### src/rtl/fifo_queue_param.sv
// fifo_queue_param
// Parametrised single-clock FIFO with a registered read port and a valid strobe.
// It also provides a fill count, almost-full and almost-empty thresholds,
// a synchronous flush, and sticky overflow and underflow flags.
// Both pointers carry one extra wrap bit. The fill count is their modular
// difference, so full and empty can be told apart without extra state.

module fifo_queue_param #(
   parameter int DATA_WIDTH = 8,
   parameter int ADDR_WIDTH = 3,
   parameter int AF_LEVEL   = 6,
   parameter int AE_LEVEL   = 2
) (
   input  logic                  Clk_In,
   input  logic                  Reset_In,
   input  logic                  Clear_In,
   input  logic [DATA_WIDTH-1:0] Data_In,
   input  logic                  Write_Enable_In,
   input  logic                  Read_Enable_In,
   output logic [DATA_WIDTH-1:0] Data_Out,
   output logic                  Data_Valid_Out,
   output logic [ADDR_WIDTH:0]   Fill_Count,
   output logic                  FIFO_Empty,
   output logic                  FIFO_Full,
   output logic                  Almost_Full,
   output logic                  Almost_Empty,
   output logic                  Overflow,
   output logic                  Underflow
);

   localparam int                 DEPTH    = 1 << ADDR_WIDTH;
   localparam int                 PTR_W    = ADDR_WIDTH + 1;
   localparam logic [PTR_W-1:0]   PTR_ONE  = PTR_W'(1);
   localparam logic [PTR_W-1:0]   DEPTH_P  = PTR_W'(DEPTH);
   localparam logic [PTR_W-1:0]   AF_P     = PTR_W'(AF_LEVEL);
   localparam logic [PTR_W-1:0]   AE_P     = PTR_W'(AE_LEVEL);

   // Storage array, deliberately left without reset
   logic [DATA_WIDTH-1:0] mem [DEPTH];

   logic [PTR_W-1:0]      wr_ptr;
   logic [PTR_W-1:0]      rd_ptr;
   logic [PTR_W-1:0]      fill;

   logic                  rd_ok;
   logic                  wr_ok;
   logic                  ovf_set;
   logic                  udf_set;

   // Registered read port: data and its strobe travel together
   logic [DATA_WIDTH-1:0] data_p1;
   logic                  vld_p1;
   logic                  ovf_p1;
   logic                  udf_p1;

   // Status decode straight from the pointers; modular subtraction handles wrap
   always_comb begin
      fill         = wr_ptr - rd_ptr;
      FIFO_Empty   = (fill == '0);
      FIFO_Full    = (fill == DEPTH_P);
      Almost_Full  = (fill >= AF_P);
      Almost_Empty = (fill <= AE_P);
      Fill_Count   = fill;
   end

   // Request qualification; a full FIFO still takes a write when a read frees a slot
   always_comb begin
      rd_ok   = Read_Enable_In && !FIFO_Empty && !Clear_In;
      wr_ok   = Write_Enable_In && !Clear_In && (!FIFO_Full || rd_ok);
      ovf_set = Write_Enable_In && FIFO_Full && !rd_ok && !Clear_In;
      udf_set = Read_Enable_In && FIFO_Empty && !Clear_In;
   end

   // ---- stage p0 -> array: accepted writes land in the slot under wr_ptr
   always_ff @(posedge Clk_In) begin
      if (wr_ok) begin
         mem[wr_ptr[ADDR_WIDTH-1:0]] <= Data_In;
      end
   end

   // Pointer update; flush returns both pointers to zero
   always_ff @(posedge Clk_In or posedge Reset_In) begin
      if (Reset_In) begin
         wr_ptr <= '0;
         rd_ptr <= '0;
      end else if (Clear_In) begin
         wr_ptr <= '0;
         rd_ptr <= '0;
      end else begin
         if (wr_ok) begin
            wr_ptr <= wr_ptr + PTR_ONE;
         end
         if (rd_ok) begin
            rd_ptr <= rd_ptr + PTR_ONE;
         end
      end
   end

   // ---- stage p0 -> p1: read data register holds its value between accepted reads
   always_ff @(posedge Clk_In or posedge Reset_In) begin
      if (Reset_In) begin
         data_p1 <= '0;
      end else if (rd_ok) begin
         data_p1 <= mem[rd_ptr[ADDR_WIDTH-1:0]];
      end
   end

   // Valid strobe: high for exactly the cycle after an accepted read
   always_ff @(posedge Clk_In or posedge Reset_In) begin
      if (Reset_In) begin
         vld_p1 <= 1'b0;
      end else begin
         vld_p1 <= rd_ok;
      end
   end

   // Sticky error flags, cleared only by flush or reset
   always_ff @(posedge Clk_In or posedge Reset_In) begin
      if (Reset_In) begin
         ovf_p1 <= 1'b0;
         udf_p1 <= 1'b0;
      end else if (Clear_In) begin
         ovf_p1 <= 1'b0;
         udf_p1 <= 1'b0;
      end else begin
         if (ovf_set) begin
            ovf_p1 <= 1'b1;
         end
         if (udf_set) begin
            udf_p1 <= 1'b1;
         end
      end
   end

   assign Data_Out       = data_p1;
   assign Data_Valid_Out = vld_p1;
   assign Overflow       = ovf_p1;
   assign Underflow      = udf_p1;

endmodule

### config.mk
export PLATFORM = sky130hd
export DESIGN_NAME = fifo_queue_param
export DESIGN_NICKNAME = d
export VERILOG_FILES = /design/src/rtl/fifo_queue_param.sv
export SDC_FILE = /design/constraint.sdc
export NUM_CORES = 1
export LEC_CHECK = 0
export CORE_MARGIN = 4
export CORE_UTILIZATION = 50
export CTS_CLUSTER_DIAMETER = 80
export DETAILED_ROUTE_END_ITERATION = 16
export PLACE_DENSITY = 0.71
export RECOVER_POWER = 25
export SYNTH_ARGS = -nofsm -noshare
export SYNTH_HDL_FRONTEND = slang
export SYNTH_SLANG_ARGS = --single-unit
### constraint.sdc
create_clock -name Clk_In -period 6.4 [get_ports Clk_In]
set_clock_uncertainty 0.2 [all_clocks]
set_input_delay 1.6 -clock Clk_In [delete_from_list [all_inputs] [get_ports Clk_In]]
set_output_delay 1.6 -clock Clk_In [all_outputs]
set_load 0.005 [all_outputs]
Yosys cells after proc, flatten, opt, wreduce, memory -nomap -nowiden
Memory sizes are Yosys's and may differ from the RTL's. A register that Yosys moved wholly into a read port is not among the register bits. Index checks and enable logic that the tools add are counted. Widths: inputs -> output; s select.

Reduce and logical (&&, ||, !) cells: 19. Multiplexer cells: 10. Equality and inequality tests: 1. $lt $le $gt $ge: 2. Add/subtract/negate cells: 3.

Operators with widths (number): $mux 4 (4); $logic_and 1x1->1 (9); $add 4x1->4 const B (2); $reduce_bool 2->1 (4); $mux 1 (6); $eq 4x4->1 const B (1); $ge 4x3->1 const B (1); $le 4x2->1 const B (1); $logic_not 1->1 (4); $logic_not 4->1 (1); $sub 4x4->4 (1); $logic_or 1x1->1 (1).

Memories kept: 1. Flip-flop bits (word level): 11. Logic and storage cells: 41. Output and inout port bits: 19. RAM bits: 64. Input bits: 13.

Memory list: mem (depth 8, bits a word 8, rd ports 1, clocked after Yosys merged registers in 1, wr ports 1, RTL line 39) `logic [DATA_WIDTH-1:0] mem [DEPTH];`.

Logic depth before layout (Yosys ltp)
Depth in word-level cells: 10. Depth in mapped cells: 10.

Worst setup path after synthesis
Ideal clock, no wire load.

Path kind: register -> output. Start point: register rd_ptr[1]. End point: output port Almost_Empty. Data arrival time: 2.070 ns. Cell stages (with the launch flop): 10. Path slack: 2.530 ns. Path through: dfrtp_1 -> clkbuf_1 -> buf_2 -> inv_1 -> ha_1 -> and3b_1 -> nor3_2 -> nor2_1 -> inv_1 -> a211oi_1.

Word-level cells in the longest chain between the ends: 2.

Ends and longest elaborated chain: start, declared (RTL line 42) `logic [PTR_W-1:0] rd_ptr;`; start signal, assigned (RTL line 94) `rd_ptr <= rd_ptr + PTR_ONE;`; $sub 4x4->4 (RTL line 58) `fill = wr_ptr - rd_ptr;`; net Fill_Count[3] (RTL line 22) `output logic [ADDR_WIDTH:0] Fill_Count,`; $le 4x2->1 (RTL line 62) `Almost_Empty = (fill <= AE_P);`; end, declared (RTL line 26) `output logic Almost_Empty,`.

The timed path passes the listed nets, and every way through them passes these cells.

Worst setup path after layout
Start point: register rd_ptr[2]. End point: output port Almost_Empty.

Word-level cells in the longest chain between the ends: 2.

Ends and longest elaborated chain (RTL line): $sub 4x4->4 (58); $le 4x2->1 (62).

Every way passes these cells.

==> results.md <==
* Die Area at 0.00847 mm2
* Synthesized instance count at 218
* First-pass GRT wire length at roughly 11 mm
* Clock root buffer: clkbuf_8
* CTS Sinks at 83
* Synth top area cells: edfxtp_1 54%, dfrtp_1 13%, mux4_2 10%
* Post-Syn Area per Cell at around 16 um2
* CTS Hold Bufs at 0
* Hold endpoint: Underflow$_DFFE_PP0P_
* Fin util at 0.609
* DP Wirelength at around 4.5 mm
* Initial antenna violation count at 0
* Clock transition at path regs at about 80 ps
* Critical path launch point type: flip-flop
* Slew @ Worst Pin at 976 ps
* Reg2reg start: rd_ptr[2]$_DFFE_PP0P_
* Hold Vio Cnt, Final at 0
* CTS buffer count at 9
* Synth warn at 0
* # Max-Cap Violations at 0
* Initial core utilization at 0.517
* CTS resizes at 0
* FF-to-FF End: mem[1][7]$_DFFE_PP_
* CTS tree: done
* Post-synth net total at 237
* Setup CP Type: reg2out
* Vias per cell at ~5.3
* Dominant cell type by area after synthesis: edfxtp_1
* RSZ-0062 raised after global routing: no
* Net Switching at 453 uW
* Vias in the first global route at 2,001
* DRC Markers at 0
* Post-synthesis sequential area ratio at 0.679
* FF+latch count, synth at 83
* Final min period at slightly above 5000 ps
* Post-Route WL at around 7 mm
* Pin count of the biggest net entering global routing at 22
* Status: completed
* ANT cells at 0
* I/O pin count at 32
* Final WS setup at around 1400 ps
* Number of library cell types mapped by synthesis at 38
* Post-synth top area share at 0.544
* VDD IR-drop max at 186 uV
* Total core area at 0.00683 mm2
* R2R depth at 9
* Gr ovfl total at 0
* GR Util All Layers at 0.174
* PD cells at 377 mW/mm2
* Sw Share at 0.289
* EDFF count, synth at 64
* CP required at 4600 ps
* Reg power frac at 0.429
* R2R Setup Slk at 2590 ps
* DIE WIDTH at 92.0 um
* H-tree levels at 3
* 1st-iter DRT viols at 84
* Post-DR wirelength/cell at 19.1 um
* Total negative slack at 0 ps
* Final setup fails at 0
* Longest Clk Path Bufs at 2
* Hold Startpoint: Underflow$_DFFE_PP0P_
* Layout net count at between 200 and 300
* Internal power at 1110 uW
* Async S/R FF share, synth at 0.229
* Cell Area, Synth at 0.00353 mm2
* Share of layout cells above drive strength 1 at 0.203
* Max_slew headroom at 0.349
* Area grow syn2layout at 17.9%
* Routability Congestion at 0.805
* Comb pwr share at 0.342
* Row count at 30
* Power share of the clock group at 0.229
* CP arrival at 3240 ps
* Drt pass-1 iters at 4
* Post-CTS Setup Inserts at 0
* Hold Crit Depth at 2
* Die H at 92.0 um
* Routed Antenna Nets at 0
* Crit share post-route at 0.787
* Post-synth top flop: edfxtp_1
* Worst-path fanout max at 11
* Crit end category: output pin
* Clk_lat worst skew at 340 ps
* Max-slew violations at 0
* Leak at roughly 0.0015 uW
* DR vias at approximately 1,900
* Place WS at 1710 ps
* F_max at just under 200 MHz
* Input/output buffers at 31
* HP Class: reg2reg
## power by group through the flow
stage | logic, uW | clock network, uW | registers, uW
3_5_place_dp | 544 | 0 | 684
3_3_place_gp | 535 | 0 | 681
4_1_cts | 546 | 368 | 672
6_report | 536 | 359 | 671
2_1_floorplan | 331 | 0 | 666
5_1_grt | 579 | 394 | 679
## how the worst max path moves through the flow
stage	from	end
final	rd_ptr[2]$_DFFE_PP0P_	Almost_Empty
after global routing	rd_ptr[2]$_DFFE_PP0P_	Almost_Empty
after CTS	rd_ptr[2]$_DFFE_PP0P_	Almost_Empty
after detailed placement	rd_ptr[2]$_DFFE_PP0P_	Almost_Empty
after global placement	rd_ptr[2]$_DFFE_PP0P_	Almost_Empty
after floorplan	rd_ptr[1]$_DFFE_PP0P_	Almost_Empty
## critical path: stages (launching register included)
cell and delay [ps]:
dfrtp_1 550, clkinv_1 360, ha_1 480, a21oi_1 230, a21oi_1 140, nor2_1 230, inv_1 150, a211oi_1 230
clkdlybuf4s50_1 530
## registers in the layout, summed over array words and instances (netlist names)
signal / count
Data_Valid_Out: 1
wr_ptr: 4
Underflow: 1
Data_Out: 8
rd_ptr: 4
Overflow: 1
mem: 64
## Yosys cell counts, types with 3 or more instances
master	number
edfxtp_1	64
nand2_1	33
dfrtp_1	19
mux4_2	16
nor2_1	15
inv_1	10
mux2_4	8
ha_1	5
clkbuf_1	4
nor3_1	4
a21oi_1	3
buf_2	3
o21ai_0	3
## through the flow
stage / area, um2 / hold slack, ps / power [uW] / std cells
6_report: 4160 / 311 / 1570 / 357
5_1_grt: 4160 / 340 / 1650 / 357
4_1_cts: 4160 / 320 / 1590 / 357
3_5_place_dp: 3970 / 301 / 1230 / 341
3_3_place_gp: 3970 / 289 / 1220 / 341
2_1_floorplan: 3530 / 286 / 997 / 218
## area by class of cell
cell class                 instances  area [um2]
clock buffer                      11         131
clock inverter                     5        55.1
fill                             548        2670
inverter                          12        45.0
multi-input combinational        116        1080
sequential                        83        2400
tap                               96         120
timing repair buffer              34         333
## layer usage
layer	routed length [um]	share of wire	up-vias	track usage
met1	2940	0.43	970	0.219
met3	219	0.032	9	0.0320
li1	-	-	894	-
met2	3550	0.52	35	0.294
met5	0	0	-	0
met4	111	0.016	0	0.0792
## cells by family after synthesis
family | share of synthesized area
AND/OR/NAND/NOR | 0.0794
adder cells (fa/ha/maj) | 0.0234
flip-flops | 0.679
buffers and inverters | 0.0213
XOR/XNOR | 0.0145
multiplexers | 0.145
AO/OA/AOI/OAI | 0.0372
## cells in the final DEF (no fill, tap or decap), types with 2 or more instances in the layout
cell type,instances
edfxtp_1,64
nand2_1,33
clkdlybuf4s50_1,25
dfrtp_1,19
mux4_2,16
nor2_1,15
inv_1,10
clkbuf_8,9
mux2_4,8
dlygate4sd3_1,6
nor3_2,5
ha_1,5
a21oi_1,3
o21ai_0,3
buf_4,3
xnor2_1,2
xor2_1,2
clkinv_1,2
mux2i_1,2
nand3_1,2
o31ai_1,2
clkbuf_1,2
Note: power is estimated with default switching activity, not from simulation.
==> RTL change 1 (same flow settings) <==
Reset style: synchronous (`Reset_In`), changed in 4 clocked blocks.
--- a/src/rtl/fifo_queue_param.sv
+++ b/src/rtl/fifo_queue_param.sv
@@ -79,7 +79,7 @@
    end
 
    // Pointer update; flush returns both pointers to zero
-   always_ff @(posedge Clk_In or posedge Reset_In) begin
+   always_ff @(posedge Clk_In) begin
       if (Reset_In) begin
          wr_ptr <= '0;
          rd_ptr <= '0;
@@ -97,7 +97,7 @@
    end
 
    // ---- stage p0 -> p1: read data register holds its value between accepted reads
-   always_ff @(posedge Clk_In or posedge Reset_In) begin
+   always_ff @(posedge Clk_In) begin
       if (Reset_In) begin
          data_p1 <= '0;
       end else if (rd_ok) begin
@@ -106,7 +106,7 @@
    end
 
    // Valid strobe: high for exactly the cycle after an accepted read
-   always_ff @(posedge Clk_In or posedge Reset_In) begin
+   always_ff @(posedge Clk_In) begin
       if (Reset_In) begin
          vld_p1 <= 1'b0;
       end else begin
@@ -115,7 +115,7 @@
    end
 
    // Sticky error flags, cleared only by flush or reset
-   always_ff @(posedge Clk_In or posedge Reset_In) begin
+   always_ff @(posedge Clk_In) begin
       if (Reset_In) begin
          ovf_p1 <= 1'b0;
          udf_p1 <= 1'b0;
Check against the original RTL: differs if Reset_In is asserted again (counterexample within 4 cycles, from zero or initial values and one cycle with Reset_In high); with Reset_In held inactive, the same outputs for 10 cycles.
==> RTL change 1 against the original RTL <==
Global-route usage down 1.2 points. Setup slack improved by 190 ps. Highest routed layer unchanged. Area after synthesis is 0.85% lower. Sequential cell count did not move. Wire length decreased by 7.9%. Cell area shrank 1.5%.
Power is not compared: it rests on default switching activity, and its combinational part moved more than twofold at a synthesized area within 25%.
==> RTL change 1: results (changes against the original RTL) <==
| Metric | Value |
|---|---|
| Tightest Pin Transition | 1185 ps (+209.1 ps) |
| Remaining DRCs | 0 (unchanged) |
| Routed wl met3 | 356 µm (+63%) |
| Status | finished clean |
| Post-CTS resize count | 0 (unchanged) |
| DP HPWL | 4.380 mm (-3.7%) |
| Largest net degree at the start of global routing | 22 (unchanged) |
| Area after DPL | 3916 µm² (-1.4%) |
| P_sw | 0.2014 mW |
| Vias | 1939 (+1.6%) |
| CP Data Arrival Time | 3050 ps (-190 ps) |
| Sequential fraction of the synthesis area | 65.78% (-2.1 points) |
| Port bufs | 31 (unchanged) |
| Clock-pin slew on the worst setup and hold paths | 80 ps (about the same) |
| Clk_lat worst skew | 330 ps |
| Setup Buffers After CTS | 0 (unchanged) |
| Vias per inst | 5.312 (-0.60%) |
| P_leak | 1.345 nW |
| Largest cells by area after synthesis | edfxtp_1 (55%), dfxtp_1 (11%), mux4_2 (10%) |
| GPL Wtd Cong | 0.8619 (+7.1%) |
| Top post-synthesis cells by count | edfxtp_1 (64), nand2_1 (24), dfxtp_1 (19) |
| Clk pwr share | 35.3% |
| Ant diodes | 0 (unchanged) |
| Max reg flops | 64 (unchanged) |
| VDD IR max | 0.1521 mV |
| Synth Instances | 225 (+3.2%) |
| Crit-path leading delay family | buffers and inverters |
| Final WL | 6.284 mm (-7.9%) |
| Hold crit path type | flip-flop to flip-flop |
| Vias in the first global route | 1915 (-4.3%) |
| CTS HTree Levels | 3 (unchanged) |
| EDFF count, synth | 64 (unchanged) |
| CTS Buf Count | 9 (unchanged) |
| CP peak stage delay | 550 ps (about the same) |
| Max Used Layer | met4 |
| DRT Pass-1 Iters | 4 (unchanged) |
| Metal1 wirelength | 2.830 mm (-3.8%) |
| First-pass GRT wire length | 10.18 mm (-5.3%) |
| Initial antenna violation count | 0 (unchanged) |
| Crit-path slowest cell | clkdlybuf4s50_1 |
| Layout cells sized above 1 | 21.19% (+0.88 points) |
| Crit-path max FO | 11 (unchanged) |
| Yosys warns | 0 (unchanged) |
| DRC marker count from the first detailed-route iteration | 207 (+150%) |
| Placed insts | 349 (+2.3%) |
| Synth Net Count | 244 (+3.0%) |
| # nets final | 283 (+2.9%) |
| Place WS | 1921 ps (+208.5 ps) |
| Post-synth ARST share | 0% (-23 points) |
| Total GRT Usage | 16.17% (-1.2 points) |
| Metal2 WL | 3.014 mm (-15%) |
| Netlist cell types | 38 (unchanged) |
| CTS Root Cell | clkbuf_8 |
| Max Buffers Root-to-Sink | 2 (unchanged) |
RTL change 1: worst reg2reg max path, stage by stage, from the launching register on:
cell and delay (ps):
dfxtp_1 510, clkinv_1 340, ha_1 450, a21oi_1 240, nand3_1 190, nand2_1 180, inv_2 80, a31o_2 270
nor4_1 900, buf_4 310
RTL change 1: kinds of logic after synthesis:
kind of cell / Yosys count / synth area share (%)
flip-flops: 83 / 65.78
AND/OR/NAND/NOR: 63 / 8.438
AO/OA/AOI/OAI: 26 / 7.795
buffers and inverters: 24 / 3.503
multiplexers: 18 / 10.87
adder cells (fa/ha/maj): 6 / 2.360
XOR/XNOR: 5 / 1.252
RTL change 1: per-layer routing:
layer  track usage, %  up-vias
li1                 -      937
met2            24.83       44
met5                0        -
met4            7.412        0
met1            22.40      951
met3            3.117        7
RTL change 1: power groups by stage:
stage          logic [mW]  clock network, mW  registers [mW]
2_1_floorplan      0.0272                  0           0.599
3_3_place_gp       0.0504                  0           0.599
3_5_place_dp       0.0512                  0           0.599
4_1_cts            0.0514              0.358           0.587
5_1_grt            0.0549              0.381           0.588
6_report           0.0502              0.348           0.587
RTL change 1: final timing paths:
kind	start	end	slack, ps	depth (start not counted)
hold reg to reg	Overflow	Overflow	300	2
hold / removal	Overflow	Overflow	300	2
setup reg to reg	rd_ptr[2]	mem[0][1]	2450	9
setup / recovery	rd_ptr[2]	Almost_Empty	1550	8
RTL change 1: layout make-up:
| class | instances | area [µm²] |
|---|---|---|
| Clock buffer | 9 | 123.9 |
| Multi-Input combinational cell | 118 | 1075 |
| Fill cell | 527 | 2695 |
| Timing Repair Buffer | 39 | 370.4 |
| Sequential cell | 83 | 2302 |
| Clock inverter | 7 | 58.81 |
| Inverter | 13 | 48.80 |
| Tap cell | 96 | 120.1 |
==> RTL change 2 (same settings) <==
Made on the original files. Change the parameter `ADDR_WIDTH` from 3 to 2.
--- a/src/rtl/fifo_queue_param.sv
+++ b/src/rtl/fifo_queue_param.sv
@@ -7,7 +7,7 @@
 
 module fifo_queue_param #(
    parameter int DATA_WIDTH = 8,
-   parameter int ADDR_WIDTH = 3,
+   parameter int ADDR_WIDTH = 2,
    parameter int AF_LEVEL   = 6,
    parameter int AE_LEVEL   = 2
 ) (
Ports: changed (resized Fill_Count); port bits go from 32 to 31. The function was not compared with the original's and may differ.
==> RTL change 2 against the original RTL <==
Sequential cell count fell by 34. Setup slack improved by 570 ps. Via count decreased by 41%. Power fell by 41%. Area after synthesis shrank 40%. Count of clock-buffer cells in the layout shrank 6. Wire length shrank 47%. Cell area down 39%.
==> RTL change 2: results (changes against the original RTL) <==
| Metric | Value |
|---|---|
| Netlist cell types | 29 (-24%) |
| Clk_lat worst skew | 300 ps (-40 ps) |
| Initial antenna violation count | 0 (unchanged) |
| Fillcell total | 318 (-42%) |
| Max Buffers Root-to-Sink | 2 (unchanged) |
| CTS Root Cell | clkbuf_8 |
| Largest net degree at the start of global routing | 18 (-18%) |
| Clock-pin slew on the worst setup and hold paths | 90 ps |
| # nets final | 181 (-34%) |
| Largest cells by area after synthesis | edfxtp_1 (45%), dfrtp_1 (20%), mux4_2 (8.5%) |
| Synth Area in XOR/XNOR | 1.185% (-0.27 points) |
| Drt wl/cell | 17.17 µm (-10%) |
| Crit-path max FO | 14 (+3) |
| Max reg flops | 32 (-50%) |
| P_leak | 0.9804 nW (-35%) |
| Hold path depth | 1 (-1) |
| Post-synth ARST share | 34.69% (+12 points) |
| Mux share of post-synthesis cell area | 15.34% (+0.85 points) |
| CP peak stage delay | 620 ps (+70 ps) |
| Final hold slack | 306.5 ps (-4.078 ps) |
| Sequential fraction of the synthesis area | 65.64% (-2.3 points) |
| CTS HTree Levels | 2 (-1) |
| VDD IR max | 0.1775 mV (-4.5%) |
| Port bufs | 30 (-3.2%) |
| DP HPWL | 2.546 mm (-44%) |
| DRT Pass-1 Iters | 4 (unchanged) |
| CTS Buf Count | 5 (-4) |
| Tightest Pin Transition | 730.7 ps (-245.6 ps) |
| Synth Net Count | 148 (-38%) |
| Crit-path leading delay family | adder cells |
| Layout cells sized above 1 | 16.67% (-3.6 points) |
| CP Data Arrival Time | 2670 ps (-570 ps) |
| Crit-path slowest cell | dfrtp_1 |
| Status | finished clean |
| Int Pwr | 0.6619 mW (-41%) |
| Setup Buffers After CTS | 0 (unchanged) |
| Total GRT Usage | 15.41% (-2.0 points) |
| Post-CTS resize count | 0 (unchanged) |
| Top post-synthesis cells by count | edfxtp_1 (32), dfrtp_1 (17), mux2_2 (11) |
| DRC marker count from the first detailed-route iteration | 45 (-46%) |
| R2R cell count | 5 (-4) |
| Post-synthesis compound-gate area fraction | 3.258% (-0.46 points) |
| GPL Wtd Cong | 0.7307 (-9.2%) |
| EDFF count, synth | 32 (-50%) |
| First-pass GRT wire length | 5.934 mm (-45%) |
| Vias in the first global route | 1199 (-40%) |
| Vias per inst | 5.340 (about the same) |
| R2R Setup Slk | 3560 ps (+970 ps) |
| Synth Area in Adders | 4.502% (+2.2 points) |
==> RTL change 2: cell types whose count changed after synthesis, moves of 3 or more <==
cell	delta
mux2_4	-8
nor3_1	-3
nor2_1	-8
nor2b_1	+5
o21ai_0	-3
edfxtp_1	-32
mux4_2	-8
mux2_2	+11
nand2_1	-30
and3_1	+4
nand2b_1	+4
clkbuf_1	-3
==> RTL change 2: worst register-to-register path, cell delays in order, from the launching register on <==
cell,delay (ps)
dfrtp_1,760
ha_1,280
fa_1,440
and3b_1,230
nand2_1,120
and3_1,460
==> RTL change 2: worst paths after layout <==
| kind | start | end |
|---|---|---|
| worst max-delay path | rd_ptr[0] | Almost_Empty |
| worst min-delay path | Data_Out[3] | Data_Out[3] |
| worst max register to register | rd_ptr[0] | mem[2][6] |
| worst min register to register | Data_Out[3] | Data_Out[3] |
| max in group asynchronous | Reset_In | Data_Out[1] |
| min in group asynchronous | Reset_In | rd_ptr[2] |
==> RTL change 2: power by group through the flow <==
stage	sequential, mW	clock, mW	combinational (mW)
2_1_floorplan	0.418	0	0.189
6_report	0.427	0.175	0.322
3_5_place_dp	0.436	0	0.330
3_3_place_gp	0.432	0	0.322
5_1_grt	0.435	0.194	0.354
4_1_cts	0.429	0.179	0.331
==> RTL change 2: metal layers <==
layer | vias to the layer above | wire [µm] | GRT usage (%)
li1 | 539 | - | -
met1 | 559 | 1530 | 19.54
met2 | 27 | 1846 | 24.63
met3 | 7 | 216 | 5.923
met4 | 0 | 47 | 4.508
met5 | - | 0 | 0
==> RTL change 2: cells by family (layout without fill, tap and decap cells) <==
family                   Yosys count  after routing
XOR/XNOR                           1              1
AND/OR/NAND/NOR                   29             29
adder cells (fa/ha/maj)            7              7
buffers and inverters             12             46
AO/OA/AOI/OAI                      9              9
multiplexers                      21             21
flip-flops                        49             49
==> RTL change 2: per-stage QoR <==
stage / worst slack, ps / cells / instance area, µm²
2_1_floorplan: 2981 / 128 / 2112
3_3_place_gp: 2265 / 204 / 2451
3_5_place_dp: 2201 / 204 / 2451
4_1_cts: 1878 / 212 / 2536
5_1_grt: 1728 / 212 / 2536
6_report: 1933 / 212 / 2536
==> RTL change 2: layout make-up <==
type | count | area (µm²) | area share [%]
Timing Repair Buffer | 30 | 300.3 | 11.84
Clock buffer | 5 | 68.82 | 2.713
Inverter | 8 | 30.03 | 1.184
Tap cell | 50 | 62.56 | 2.467
Clock inverter | 3 | 16.27 | 0.6413
Sequential cell | 49 | 1386 | 54.66
Multi-Input combinational cell | 67 | 671.9 | 26.49
